$ cat src/rtl/btn_sync.sv
// Reset-to-zero flop chain that brings one asynchronous level into the clk domain.
// Reusable for any single-bit asynchronous input.
module btn_sync #(
  parameter int STAGES = 2
) (
  input  logic clk,
  input  logic rst_n,
  input  logic d,
  output logic q
);

  logic [STAGES-1:0] sync_reg;

  // Stage 0 samples the raw input; each later stage copies the one before it.
  genvar gi;
  generate
    for (gi = 0; gi < STAGES; gi++) begin : g_stage
      if (gi == 0) begin : g_first
        always_ff @(posedge clk or negedge rst_n) begin
          if (!rst_n) sync_reg[0] <= 1'b0;
          else        sync_reg[0] <= d;
        end
      end else begin : g_rest
        always_ff @(posedge clk or negedge rst_n) begin
          if (!rst_n) sync_reg[gi] <= 1'b0;
          else        sync_reg[gi] <= sync_reg[gi-1];
        end
      end
    end
  endgenerate

  assign q = sync_reg[STAGES-1];

endmodule

$ cat src/rtl/btn_debounce.sv
// Push-button debouncer: a synchronizer, a symmetric stability counter and a
// one-cycle pulse on every accepted press.
module btn_debounce #(
  parameter int COUNT_BOT   = 50000,
  parameter int SYNC_STAGES = 2
) (
  input  logic clk,
  input  logic rst_n,
  input  logic boton_in,
  output logic boton_out,
  output logic boton_press
);

  localparam int CNT_W = $clog2(COUNT_BOT);
  localparam logic [CNT_W-1:0] CNT_MAX = CNT_W'(COUNT_BOT - 1);

  logic             sync;
  logic [CNT_W-1:0] cnt_reg, cnt_next;
  logic             out_reg, out_next;
  logic             press_reg, press_next;

  btn_sync #(
    .STAGES(SYNC_STAGES)
  ) u_sync (
    .clk  (clk),
    .rst_n(rst_n),
    .d    (boton_in),
    .q    (sync)
  );

  // Any cycle that agrees with the current level restarts the count, so
  // bounces never accumulate toward an accept.
  always_comb begin
    cnt_next   = cnt_reg;
    out_next   = out_reg;
    press_next = 1'b0;
    if (sync == out_reg) begin
      cnt_next = '0;
    end else if (cnt_reg == CNT_MAX) begin
      cnt_next   = '0;
      out_next   = sync;
      press_next = sync;
    end else begin
      cnt_next = cnt_reg + CNT_W'(1);
    end
  end

  always_ff @(posedge clk or negedge rst_n) begin
    if (!rst_n) begin
      cnt_reg   <= '0;
      out_reg   <= 1'b0;
      press_reg <= 1'b0;
    end else begin
      cnt_reg   <= cnt_next;
      out_reg   <= out_next;
      press_reg <= press_next;
    end
  end

  assign boton_out   = out_reg;
  assign boton_press = press_reg;

endmodule

$ cat config.mk
export PLATFORM = sky130hd
export DESIGN_NAME = btn_debounce
export DESIGN_NICKNAME = d
export VERILOG_FILES = /design/src/rtl/btn_sync.sv /design/src/rtl/btn_debounce.sv
export SDC_FILE = /design/constraint.sdc
export NUM_CORES = 1
export LEC_CHECK = 0
export ABC_AREA = 1
export BUFFER_PORTS_ARGS = -buffer_cell sky130_fd_sc_hd__buf_2
export CORE_MARGIN = 1
export CORE_UTILIZATION = 58
export CTS_CLUSTER_SIZE = 25
export DETAILED_ROUTE_END_ITERATION = 8
export MAX_ROUTING_LAYER = met4
export PLACE_DENSITY = 0.81
export SETUP_SLACK_MARGIN = 0.15
export SYNTH_ARGS = -nofsm -noshare
export SYNTH_HDL_FRONTEND = slang
export SYNTH_HIERARCHICAL = 1
export SYNTH_SLANG_ARGS = --single-unit
export TNS_END_PERCENT = 1
$ cat constraint.sdc
create_clock -name clk -period 1.9 [get_ports clk]
set_clock_uncertainty 0.1 [all_clocks]
set_input_delay 0.285 -clock clk [delete_from_list [all_inputs] [get_ports clk]]
set_output_delay 0.285 -clock clk [all_outputs]
set_load 0.01 [all_outputs]
==> out/metrics.csv <==
stage,metric,value,unit
synthesis,synth_area_per_cell,8.47,um^2
synthesis,ys_ff_latch,20,
floorplan,core_area,0.00171,mm^2
setup_path,cp-start-kind,flop,
setup_path,crit_slowest_cell,dfrtp_1,
synthesis,synthCells,124,
routing,detail-route-antenna-nets,0,
clocking,cts_sinks,20,
setup_path,required,2000,ps
layout,n_fill_cell,142,
hold_path,hp-start,u_sync/sync_reg[0],
routing,drt_first_pass_iters,4,
setup_path,critPathMaxFanout,8,
timing,fin_ws,413,ps
synthesis,synth_cell_types,22,
clocking,ctsLongestPathBuffers,2,
layout,largest_register_ffs,16,
routing,drt-wirelength-per-cell,12.1,um
clocking,cts_buffers,3,
layout,antennaDiodeCount,0,
hold_path,holdPathEnd,u_sync/q,
synthesis,yosys_warnings,6,
place,dp_slack,424,ps
power,ir_drop,0.495,mV
flow_run,maxCapViolCount,0,
routing,drt-total-wl,1920,um
hold_path,hold_depth,0,
place,gp_congestion,0.867,
global_routing,grt_pass1_wl,3220,um
setup_path,critPathCaptureType,flop,
floorplan,std_cell_rows,15,
timing,slew_headroom,0.698,
clocking,clk_pin_slew,110,ps
global_routing,grt_max_degree,21,
timing,setup_viol,0,
timing,rsz0062_at_grt,no,
setup_path,worstSetupPathType,reg2reg,
setup_path,r2r-start,cnt_reg[0],
timing,period_share,0.782,
routing,drc,0,
outcome,status,finished clean,
setup_path,r2r_cells,6,
routing,vias,792,
timing,setup_tns,0,ps
floorplan,die_h,44.5,um
synthesis,synth_nets,128,
synthesis,synth_top_area_cell,dfrtp_1,
timing,tightest_slew,452,ps
global_routing,grt-ovfl-total,0,
setup_path,max_stage_delay,430,ps
setup_path,crit_chain,ha_1 > nand3_4 > nor2_2 > nand2_2 > nand2_4 > nor2_1,
floorplan,die_area,0.00198,mm^2
synthesis,ys_seq_area_frac,0.477,
place,dp_hpwl,1470,um
timing,fmax,0.673,GHz
timing,slew_viol_final,0,
power,cellPowerDensity,624,mW/mm^2
power,p_leak,0.555,nW
routing,drtIter0Drc,9,
clocking,cts_root_buf,clkbuf_4,
setup_path,crit_buf_inv,0,
setup_path,arrival,1590,ps
global_routing,grt_pass1_vias,766,
setup_path,reg2reg_slack,410,ps
floorplan,die_x,44.5,um
setup_path,crit_family,simple AND/OR/NAND/NOR gates,
synthesis,synth_area_leaders,"dfrtp_1, nor2_1, nand2_1",
timing,final_hold_viol_count,0,
synthesis,synth.cell_area,0.00105,mm^2
power,finalPower,0.722,mW
clocking,cts_tree,yes,
timing,min_period,1490,ps
setup_path,reg2reg_to,cnt_reg[0],
layout,drive_above_1_share,0.187,
layout,syn_to_final_growth,10.3,%
floorplan,initial_core_util,0.615,
place,portBuffers,4,
global_routing,grt_usage,0.236,
clocking,clock_latency,300,ps
global_routing,antenna_found_initial,0,
clocking,cts-htree-levels,1,
layout,nNetsFinal,139,
hold_path,hp-class,reg2reg,
synthesis,synth_top_cell_area_share,0.477,
floorplan,io_pins,5,
routing,vias_per_cell,4.98,
Yosys cell counts:
cell type	instances
a21oi_1	1
a31oi_1	2
dfrtp_1	20
ha_1	1
inv_1	12
inv_2	2
nand2_1	22
nand2_2	3
nand2_4	1
nand3_1	10
nand3_2	1
nand3_4	1
nand4_1	2
nor2_1	27
nor2_2	6
nor3_2	1
nor3_4	1
o21ai_1	1
o21bai_1	1
xnor2_1	4
xor2_1	4
xor2_2	1
cell usage in the layout, fill, tap and decap left out, types with 3 or more instances in the layout:
master     n
xnor2_1    4
buf_2      4
nand3_1   10
inv_1     12
clkbuf_4   3
dfrtp_1   20
nor2_1    27
xor2_1     4
nand2_2    3
nand2_1   22
nor2_2     6
report_power, final:
group	total [mW]	switching [mW]	internal [mW]	leakage, nW
clock network	0.245	0.128	0.117	0.0210
logic	0.0356	0.0228	0.0128	0.261
registers	0.441	0.00834	0.433	0.272
total	0.722	0.159	0.563	0.555
repair_timing:
action,4_1_cts,5_1_grt
resized for setup,0,0
hold buffers,2,0
setup buffers,0,0
endpoints found under the hold margin,21,0
metrics by stage:
stage	hold WS, ps	cells	utilization	cell area [um^2]
3_5_place_dp	151	153	0.645	1100
6_report	271	159	0.678	1160
5_1_grt	283	159	0.678	1160
2_1_floorplan	-111	124	-	1050
4_1_cts	272	159	0.678	1160
3_3_place_gp	148	153	0.645	1100
worst max path at each step:
stage,cells past startpoint,startpoint,end,slack (ps)
6_report,6,cnt_reg[0],cnt_reg[0],410
3_5_place_dp,6,cnt_reg[0],cnt_reg[0],420
5_1_grt,6,cnt_reg[0],cnt_reg[6],310
4_1_cts,6,cnt_reg[0],cnt_reg[0],400
2_1_floorplan,6,cnt_reg[0],cnt_reg[0],560
3_3_place_gp,6,cnt_reg[0],cnt_reg[0],490
worst register-to-register path: cells and delay by family, from the launching register on:
kind | cells | cell delay (ps)
adders and majority gates | 1 | 250
DFF | 1 | 430
and+or+nand+nor | 5 | 610
cell type report:
class	instances	area [um^2]	area share
sequential	20	500	0.432
multi-input combinational	90	497	0.429
timing repair buffer	6	40.0	0.0346
tap	25	31.3	0.0270
inverter	14	52.6	0.0454
clock buffer	4	36.3	0.0314
cell families after synthesis:
family / after synthesis / synth area share
AOI/OAI and AO/OA: 5 / 0.0286
DFF: 20 / 0.477
and+or+nand+nor: 75 / 0.350
adders and majority gates: 1 / 0.0119
xor gates and xnor gates: 9 / 0.0822
buffers and inverters: 14 / 0.0501
metal layers:
metal / track usage / part of all wire
met1: 0.303 / 0.46
met2: 0.379 / 0.51
met3: 0.0286 / 0.022
met4: 0.0970 / 0.016
met5: - / 0
No activity file was read; power rests on OpenSTA's default activity.
